$ cat src/rtl/led_pio_arbiter.sv
// Round-robin arbiter sharing the Green LEDs PIO slave between two requesters.
// One PIO access per grant, request/ack handshake, per-requester readback of LED state.
module led_pio_arbiter #(
    parameter int DATA_W   = 9,
    parameter int PIO_ADDR = 0,
    parameter int MIN_GAP  = 0
) (
    input  logic              clk,
    input  logic              reset_n,
    input  logic              req0,
    input  logic              req1,
    input  logic              rnw0,
    input  logic              rnw1,
    input  logic [DATA_W-1:0] wdata0,
    input  logic [DATA_W-1:0] wdata1,
    output logic              ack0,
    output logic              ack1,
    output logic [DATA_W-1:0] rdata0,
    output logic [DATA_W-1:0] rdata1,
    output logic [1:0]        grant,
    output logic              busy,
    output logic [1:0]        pio_address,
    output logic              pio_chipselect,
    output logic              pio_write_n,
    output logic [31:0]       pio_writedata,
    input  logic [31:0]       pio_readdata,
    output logic [1:0]        fsm_state
);

    // Handshake: a requester raises reqN with rnwN/wdataN stable and holds it
    // until ackN pulses for one cycle; reqN must be low in the cycle after ackN.
    typedef enum logic [1:0] {
        IDLE   = 2'd0,
        ACCESS = 2'd1,
        DONE   = 2'd2,
        GAP    = 2'd3
    } state_t;

    localparam logic [3:0] GAP_LOAD = (MIN_GAP > 0) ? 4'(MIN_GAP - 1) : 4'd0;

    state_t      state, state_nxt;
    logic [3:0]  gap_cnt, gap_cnt_nxt;
    logic        owner;
    logic        last_grant;
    logic        rnw_q;
    logic        take;
    logic        win;
    logic        win_rnw;
    logic [DATA_W-1:0] win_wdata;
    logic        unused_readdata;

    assign unused_readdata = ^pio_readdata[31:DATA_W];

    always_comb begin
        state_nxt   = state;
        gap_cnt_nxt = gap_cnt;
        take        = 1'b0;
        win         = 1'b0;
        case (state)
            IDLE: begin
                if (req0 || req1) begin
                    take      = 1'b1;
                    state_nxt = ACCESS;
                    // On a tie the requester that did not win last time goes first.
                    win       = (req0 && req1) ? ~last_grant : req1;
                end
            end
            ACCESS: state_nxt = DONE;
            DONE: begin
                if (MIN_GAP > 0) begin
                    state_nxt   = GAP;
                    gap_cnt_nxt = GAP_LOAD;
                end else begin
                    state_nxt = IDLE;
                end
            end
            GAP: begin
                if (gap_cnt == 4'd0) state_nxt = IDLE;
                else                 gap_cnt_nxt = gap_cnt - 4'd1;
            end
            default: state_nxt = IDLE;
        endcase
    end

    assign win_rnw   = win ? rnw1 : rnw0;
    assign win_wdata = win ? wdata1 : wdata0;

    always_ff @(posedge clk or negedge reset_n) begin
        if (!reset_n) begin
            state          <= IDLE;
            gap_cnt        <= 4'd0;
            owner          <= 1'b0;
            last_grant     <= 1'b1;
            rnw_q          <= 1'b1;
            grant          <= 2'b00;
            ack0           <= 1'b0;
            ack1           <= 1'b0;
            rdata0         <= '0;
            rdata1         <= '0;
            pio_chipselect <= 1'b0;
            pio_write_n    <= 1'b1;
            pio_writedata  <= 32'd0;
        end else begin
            state   <= state_nxt;
            gap_cnt <= gap_cnt_nxt;
            ack0    <= (state == ACCESS) && !owner;
            ack1    <= (state == ACCESS) && owner;
            if (take) begin
                owner          <= win;
                last_grant     <= win;
                rnw_q          <= win_rnw;
                grant          <= win ? 2'b10 : 2'b01;
                pio_chipselect <= 1'b1;
                pio_write_n    <= win_rnw;
                pio_writedata  <= {{(32-DATA_W){1'b0}}, win_wdata};
            end
            if (state == ACCESS) begin
                pio_chipselect <= 1'b0;
                pio_write_n    <= 1'b1;
                // The slave answers combinationally, so readdata is valid at this edge.
                if (rnw_q && !owner) rdata0 <= pio_readdata[DATA_W-1:0];
                if (rnw_q && owner)  rdata1 <= pio_readdata[DATA_W-1:0];
            end
            if (state == DONE) grant <= 2'b00;
        end
    end

    assign busy        = (state != IDLE);
    assign pio_address = 2'(PIO_ADDR);
    assign fsm_state   = state;

endmodule

$ cat config.mk
export PLATFORM = sky130hd
export DESIGN_NAME = led_pio_arbiter
export DESIGN_NICKNAME = d
export VERILOG_FILES = /design/src/rtl/led_pio_arbiter.sv
export SDC_FILE = /design/constraint.sdc
export NUM_CORES = 1
export LEC_CHECK = 0
export ABC_AREA = 0
export BUFFER_PORTS_ARGS = -buffer_cell sky130_fd_sc_hd__buf_2
export CAP_MARGIN = 20
export CORE_MARGIN = 2
export CORE_UTILIZATION = 39
export CTS_CLUSTER_SIZE = 14
export DETAILED_ROUTE_END_ITERATION = 16
export GPL_ROUTABILITY_DRIVEN = 1
export HOLD_SLACK_MARGIN = 0.12
export PLACE_DENSITY = 0.77
export SETUP_SLACK_MARGIN = 0.3
export SYNTH_ARGS = -nofsm -noshare
export SYNTH_HDL_FRONTEND = slang
export SYNTH_SLANG_ARGS = --single-unit
$ cat constraint.sdc
create_clock -name clk -period 1.5 [get_ports clk]
set_input_delay 0.3 -clock clk [delete_from_list [all_inputs] [get_ports clk]]
set_output_delay 0.3 -clock clk [all_outputs]
set_load 0.01 [all_outputs]
**Word-level counts from Yosys, hierarchy flattened**

Index checks and enable logic that the tools add are counted.

- Register bits: 42
- Bits of input ports: 56
- Word-level logic and storage cells: 54

- Add/subtract/negate cells: 1
- Equality and inequality tests: 5
- Reductions and logical operators: 16
- Mux-type cells: 17
- Bitwise operators: 2

Operator list:

| operator | count |
|---|---|
| 1-bit two-way mux | 10 |
| 2-bit two-way mux | 5 |
| 9-bit two-way mux | 1 |
| 2-bit case mux with 4 select lines | 1 |
| 2-bit AND reduction | 4 |
| 2-bit nonzero test | 3 |
| 1-bit logical AND | 5 |
| 2-bit equality test, second input constant | 2 |
| 4-bit zero test | 1 |
| 2-bit inequality test, second input constant | 2 |
| 4-bit by 1-bit subtractor with 4-bit output, second input constant | 1 |
| 2-bit by 1-bit equality test with 1-bit output, second input constant | 1 |
| 2-bit zero test | 1 |
| 1-bit NOT | 2 |
| 1-bit zero test | 1 |
| 1-bit logical OR | 1 |

**Depth between registers and ports, before layout**

Gate-level depths: netlist of run 1.

- Depth after elaboration: 7
- Mapped depth: 6
- Gate-level depth less buffers: 6

**Worst setup path after synthesis of run 1**

Ideal clock, no wire load.

- Path type: flip-flop to flip-flop
- Start: register gap_cnt[0]
- End: register gap_cnt[3]
- Period minus slack after synthesis: 1530 ps
- Buffers on the path: 0
- Arrival time: 1392 ps
- Path slack: -30 ps
- Cell stages (with the launch flop): 7
- Cells stage by stage: dfrtp_1 inv_1 ha_1 inv_1 o311ai_1 nor4_1 xor2_1

- Cells in the longest elaborated chain, start to end: 3

RTL lines:

| item | RTL line | RTL |
|---|---|---|
| start: declaration | 42 | `logic [3:0] gap_cnt, gap_cnt_nxt;` |
| start signal: assignment | 105 | `gap_cnt <= gap_cnt_nxt;` |
| parallel branches: the longest is 3 deep, another holds 4-bit by 1-bit subtractor with 4-bit output | - |  |

Parallel ways; which one is timed is not known.
A chain may end at the register's enable or synchronous reset.

**Worst setup path in the final report of run 1**

- Start: register state[1] (netlist: fsm_state[1])
- End: register rdata0[4]

- Cells in the longest elaborated chain, start to end: 2

RTL lines:

| item | RTL line | RTL |
|---|---|---|
| start: declaration | 41 | `state_t state, state_nxt;` |
| start signal: assignment | 104 | `state <= state_nxt;` |
| 2-bit by 1-bit equality test with 1-bit output | 117 | `if (state == ACCESS) begin` |
| 2-bit AND reduction (no line) | - |  |
| end signal: assignment | 121 | `if (rnw_q && !owner) rdata0 <= pio_readdata[DATA_W-1:0];` |
| end: declaration | 18 | `output logic [DATA_W-1:0] rdata0,` |

No other way between the ends.

==> results of run 1 <==
worst reg2reg max path, delay by kind of cell, from the launching register on:
family	cells	cell delay, ps
multiplexers	1	310
AND/OR/NAND/NOR	3	490
flip-flops	1	450
final timing paths:
check | start | to | cells after the start
setup / recovery | fsm_state[1]$_DFFE_PN0P_ | rdata0[4]$_DFFE_PN0P_ | 4
hold / removal | pio_readdata[1] | rdata0[1]$_DFFE_PN0P_ | 2
setup reg to reg | fsm_state[1]$_DFFE_PN0P_ | rdata0[4]$_DFFE_PN0P_ | 4
hold reg to reg | pio_writedata[4]$_DFFE_PN0P_ | pio_writedata[4]$_DFFE_PN0P_ | 2
max in group asynchronous | reset_n | rdata0[4]$_DFFE_PN0P_ | 3
min in group asynchronous | reset_n | rdata0[2]$_DFFE_PN0P_ | 2
final cells by class:
type | count | area [um^2]
flip-flops and latches | 42 | 1060
inverters | 7 | 28.8
fillers | 410 | 1900
repair buffers | 96 | 643
clock buffers | 6 | 72.6
multi-input cells | 127 | 967
clock inverters | 2 | 37.5
well taps | 67 | 83.8
through the flow:
stage,instance area (um^2),setup slack (ps),instances
finish,2890,137,347
CTS,2720,143,341
global route,2890,70.6,347
floorplan,2080,103,203
detailed placement,2350,63.1,316
global placement,2350,81.2,316
metal layers:
metal | track usage | wire length (um) | vias up
met2 | 0.276 | 2440 | 75
met5 | 0 | 0 | -
met3 | 0.0415 | 355 | 10
li1 | - | - | 750
met1 | 0.218 | 2090 | 779
met4 | 0.0635 | 89 | 0
cells in the final DEF, fill, tap and decap left out, types with 9 or more instances in the layout:
| master | n |
|---|---|
| dfrtp_1 | 37 |
| buf_2 | 63 |
| o21ai_1 | 10 |
| nand2_1 | 18 |
| buf_4 | 17 |
| buf_6 | 12 |
| a21oi_1 | 9 |
| mux2_4 | 10 |
| conb_1 | 25 |
what timing repair did:
action                     in CTS  in global routing
hold endpoints to repair       15                  0
cloned                          4                  0
hold buffers                    1                  0
pin swaps                       6                 18
setup endpoints to repair      39                 56
gates resized for setup        34                 36
setup buffers                  12                  6
flip-flops by register name, indices dropped and copies added, names as in the netlist, 2 cells and up:
| name | cells |
|---|---|
| fsm_state | 2 |
| rdata0 | 9 |
| grant | 2 |
| gap_cnt | 4 |
| pio_writedata | 9 |
| rdata1 | 9 |
cell families after synthesis:
group,after synthesis,share of synthesized area
and+or+nand+nor,46,0.111
DFF,42,0.536
adders and majority gates,1,0.00636
xor gates and xnor gates,2,0.00891
buffers and inverters,37,0.125
AOI/OAI and AO/OA,32,0.0903
other,1,0.00191
muxes,18,0.120
power breakdown:
group / switching (mW) / internal (mW)
logic: 1.41 / 1.56
clock network: 0.388 / 0.497
registers: 0.324 / 1.68
==> impl_metrics.env, run 1 <==
export IMPL_route_detailed_wl_per_inst_um=14.4
export IMPL_cts_tree="done"
export IMPL_fin_setup_tns_ps=0
export IMPL_period_minus_slack_ps=1360
export IMPL_syn_inst=179
export IMPL_power_mw=5.86
export IMPL_fin_crit_sh=0.908
export IMPL_yosysTopAreaCell="dfrtp_1"
export IMPL_cts_reportedPaths_clkPinSlew_ps=80
export IMPL_h_tree_depth=2
export IMPL_vias_per_cell=4.65
export IMPL_power_density_mw_per_mm2=2030
export IMPL_dr_first_iter_drc_count=59
export IMPL_rsz0062_at_grt="yes"
export IMPL_postSynthAreaPerCell_um2=11.0
export IMPL_cp_num_buf_inv=0
export IMPL_fin_nets=336
export IMPL_crit_fanout=5
export IMPL_vias=1614
export IMPL_cts_buffers=5
export IMPL_synthFlopType="dfrtp_1"
export IMPL_synth_top_area_frac=0.496
export IMPL_grt_overflow_total=0
export IMPL_hp_class="input pin to flip-flop"
export IMPL_crit_chain="nand2b_4, nor2_4, and2_4, mux2_4"
export IMPL_rows=25
export IMPL_drc=0
export IMPL_syn_to_final_growth_pct=46.9
export IMPL_yosysWarnings=0
export IMPL_synth_edf_count=0
export IMPL_p_leak_nw=1.45
export IMPL_antenna_found_initial=0
export IMPL_antennaDiodeCount=0
export IMPL_fp_dieW_um=75.0
export IMPL_syn_area_mm2=0.00197
export IMPL_yosys_cell_types_count=33
export IMPL_worstPathRequired_ps=1680
export IMPL_grt_total_usage=0.169
export IMPL_drive_gt1_frac=0.596
export IMPL_clk_latency_ps=290
export IMPL_place_gp_congestion=0.738
export IMPL_finalSetupViolations=0
export IMPL_max_stage_delay_ps=450
export IMPL_ir_drop_uv=927
export IMPL_synth_area_leaders="dfrtp_1 50%, buf_4 9.5%, mux2_4 6.9%"
export IMPL_grt_max_degree=21
export IMPL_fin_skew_ps=5.20
export IMPL_worstSetupStartpointType="flip-flop"
export IMPL_routed_wl_um=4980
export IMPL_port_buffers=68
export IMPL_rrSetupSlack_ps=140
export IMPL_ys_ff_latch=42
export IMPL_root_buffer="clkbuf_8"
export IMPL_synth_common_cells="39 x dfrtp_1, 25 x buf_4, 22 x nand2_1, 13 x o21ai_0, 11 x nor2_1"
export IMPL_async_flop_share=1.00
export IMPL_grt_pass1_vias=1465
export IMPL_numClockSinks=42
export IMPL_critPathCaptureType="flip-flop"
export IMPL_maxCapViolations=0
export IMPL_die_h_um=75.0
export IMPL_design_core_area_mm2=0.00479
export IMPL_cp_top_family="simple AND/OR/NAND/NOR gates"
export IMPL_fin_util=0.604
export IMPL_pin_count=117
export IMPL_ys_seq_area_frac=0.536
export IMPL_final_hold_viol_count=0
export IMPL_drt_first_pass_iters=4
export IMPL_drt_antenna_violating_nets=0
export IMPL_arrival_ps=1540
export IMPL_hold_ws_ps=251
export IMPL_critPathKind="flip-flop to flip-flop"
export IMPL_initial_utilization=0.411
export IMPL_slew_violations=0
export IMPL_slowest_stage="dfrtp_2"
export IMPL_dpl_hpwl_um=3150
export IMPL_fp_dieArea_mm2=0.00563
export IMPL_grt_first_pass_wirelength_um=7000
export IMPL_clock_fmax_ghz=0.734
export IMPL_synth_most_common_cell="dfrtp_1"
export IMPL_clk_path_buf_depth=2
export IMPL_outcome="completed"
No activity file was read; power rests on OpenSTA's default activity.
==> run 2: changes to the inputs <==
- CORE_UTILIZATION: 39 -> 43
- GPL_TIMING_DRIVEN: default -> 0
- PLACE_DENSITY: 0.77 -> 0.8
- clock period: 1.5 -> 1.27 ns (I/O delays scaled with it)
==> run 2 against run 1 <==
Against the previous run:
- the flow now finishes with violations (setup timing)
- global-route usage rose by 1.5 points
- via count is 6.7% higher
- design area grew 13%
- non-clock buffer count increased by 48
- first-iteration DRC count grew 1.7%
- register-to-register slack got worse by 280 ps
- utilization rose by 14 points
- sequential power grew 17%
- routed wire length increased by 2.6%
- critical path type unchanged
- critical endpoint is now rdata1[0]$_DFFE_PN0P_
==> impl_metrics.env, run 2 (synthesis results as in run 1) <==
export IMPL_worstPathRequired_ps=1450
export IMPL_numClockSinks=42
export IMPL_place_area_mm2=0.00249
export IMPL_swShare=0.348
export IMPL_hp_class="input pin to async pin"
export IMPL_h_tree_depth=2
export IMPL_top_regs="pio_writedata x9, rdata0 x9, rdata1 x9"
export IMPL_crit_fanout=5
export IMPL_drt_first_pass_iters=2
export IMPL_outcome="finished with violations"
export IMPL_clk_latency_ps=290
export IMPL_reg2reg_to="rdata1[0]$_DFFE_PN0P_"
export IMPL_drt_antenna_violating_nets=0
export IMPL_dpl_hpwl_um=2830
export IMPL_layout_commonest_cell="buf_2"
export IMPL_fin_crit_sh=1.11
export IMPL_antennaDiodeCount=0
export IMPL_critPathKind="flip-flop to flip-flop"
export IMPL_grt_max_degree=43
export IMPL_p_leak_nw=1.73
export IMPL_rows=24
export IMPL_drive_gt1_frac=0.656
export IMPL_fp_dieW_um=71.6
export IMPL_worstSetupStartpointType="flip-flop"
export IMPL_cts_buffers=5
export IMPL_vias=1722
export IMPL_vias_per_cell=4.56
export IMPL_ir_drop_uv=1200
export IMPL_p_switching_mw=2.73
export IMPL_crit_chain="nand2b_4, buf_6, nor2_4, nand2_4, mux2_4"
export IMPL_worst_pin_slew_ps=930
export IMPL_postLayoutSetupSlackWorst_ps=-141
export IMPL_endpoint="rdata1[0]$_DFFE_PN0P_"
export IMPL_design_core_area_mm2=0.00438
export IMPL_period_minus_slack_ps=1410
export IMPL_max_stage_delay_ps=430
export IMPL_crit_path_start="fsm_state[1]$_DFFE_PN0P_"
export IMPL_grt_pass1_vias=1560
export IMPL_root_buffer="clkbuf_8"
export IMPL_final_cell_mix="58 x buf_2, 57 x buf_4, 38 x dfrtp_1"
export IMPL_grt_first_pass_wirelength_um=7330
export IMPL_dr_first_iter_drc_count=60
export IMPL_route_detailed_wl_per_inst_um=13.5
export IMPL_fin_nets=382
export IMPL_arrival_ps=1590
export IMPL_clk_path_buf_depth=2
export IMPL_drc=0
export IMPL_maxCapViolations=0
export IMPL_reg2reg_from="fsm_state[1]$_DFFE_PN0P_"
export IMPL_p_int_mw=5.12
export IMPL_place_gp_congestion=0.744
export IMPL_port_buffers=68
export IMPL_cts_tree="done"
export IMPL_power_density_mw_per_mm2=2400
export IMPL_antenna_found_initial=0
export IMPL_cts_reportedPaths_clkPinSlew_ps=80
export IMPL_fp_dieArea_mm2=0.00513
export IMPL_design_area_mm2=0.00327
export IMPL_max_slew_margin_rel=0.380
export IMPL_initial_utilization=0.449
export IMPL_grt_overflow_total=0
export IMPL_clock_fmax_ghz=0.709
export IMPL_clkPwrFrac=0.131
export IMPL_reg2reg_depth=5
export IMPL_critPathCaptureType="flip-flop"
export IMPL_syn_to_final_growth_pct=66.3
export IMPL_share_comb_of_total_power=0.571
export IMPL_cp_top_family="simple AND/OR/NAND/NOR gates"
export IMPL_grt_total_usage=0.184
export IMPL_die_h_um=71.6
export IMPL_sequentialPowerShare=0.298
export IMPL_finalSetupViolations=35
export IMPL_dp_slack_ps=-249
export IMPL_hold_ws_ps=108
export IMPL_final_hold_viol_count=0
export IMPL_fin_skew_ps=7.69
export IMPL_routed_wl_um=5110
export IMPL_rrSetupSlack_ps=-140
export IMPL_violations="setup timing"
export IMPL_rsz0062_at_grt="yes"
export IMPL_slew_violations=0
export IMPL_pin_count=117
export IMPL_cp_num_buf_inv=1
export IMPL_path_depth=5
export IMPL_slowest_stage="dfrtp_2"
run 2: cell count changes in the layout (fill, tap and decap cells not counted), sizes merged:
cell and change:
and2 -1, and3 -1, buf +50, clkbuf -2, clkinv +2, clkinvlp -1, dlygate4sd3 -1, nand2 +1
nor2 -1
run 2: metal layers:
layer	track usage	vias up	routed length [um]
met3	0.0563	6	357
met2	0.305	70	2720
met1	0.231	809	1990
met4	0.0629	0	48
li1	-	837	-
met5	0	-	0
run 2: worst min path at each step:
stage               slack (ps)  cells past startpoint                endpoint    start
finish                     110                      1   rdata1[2]$_DFFE_PN0P_  reset_n
floorplan                  -40                      0          ack0$_DFF_PN0_  reset_n
detailed placement         440                      1   rdata0[8]$_DFFE_PN0P_  reset_n
global route               170                      1  gap_cnt[0]$_DFFE_PN0P_  reset_n
global placement           440                      1   rdata0[8]$_DFFE_PN0P_  reset_n
CTS                        120                      1  gap_cnt[0]$_DFFE_PN0P_  reset_n
run 2: cell type report:
class / count / area, um^2
repair buffers: 114 / 821
inverters: 7 / 28.8
fillers: 306 / 1110
well taps: 52 / 65.1
flip-flops and latches: 42 / 1060
clock buffers: 5 / 68.8
plain buffers: 30 / 256
clock inverters: 3 / 40.0
multi-input cells: 125 / 936
run 2: what timing repair did:
item,in CTS,in global routing
gates resized for setup,52,35
cloned,4,1
setup endpoints to repair,76,77
pin swaps,13,15
setup buffers,25,17
hold endpoints to repair,10,0
run 2: power groups by stage:
stage / sequential, mW / combinational, mW / clock, mW
2_1_floorplan: 2.59 / 1.36 / 0
3_3_place_gp: 2.31 / 2.50 / 0
3_5_place_dp: 2.35 / 2.54 / 0
4_1_cts: 2.31 / 3.66 / 1.05
5_1_grt: 2.40 / 4.78 / 1.10
6_report: 2.34 / 4.48 / 1.02
run 2: per-stage QoR:
stage | cells | power [mW] | setup TNS (ps) | utilization
2_1_floorplan | 203 | 3.95 | -1910 | -
3_3_place_gp | 323 | 4.81 | -3870 | 0.568
3_5_place_dp | 323 | 4.89 | -5330 | 0.568
4_1_cts | 360 | 7.02 | -2710 | 0.686
5_1_grt | 378 | 8.28 | -4500 | 0.746
6_report | 378 | 7.85 | -2950 | 0.746
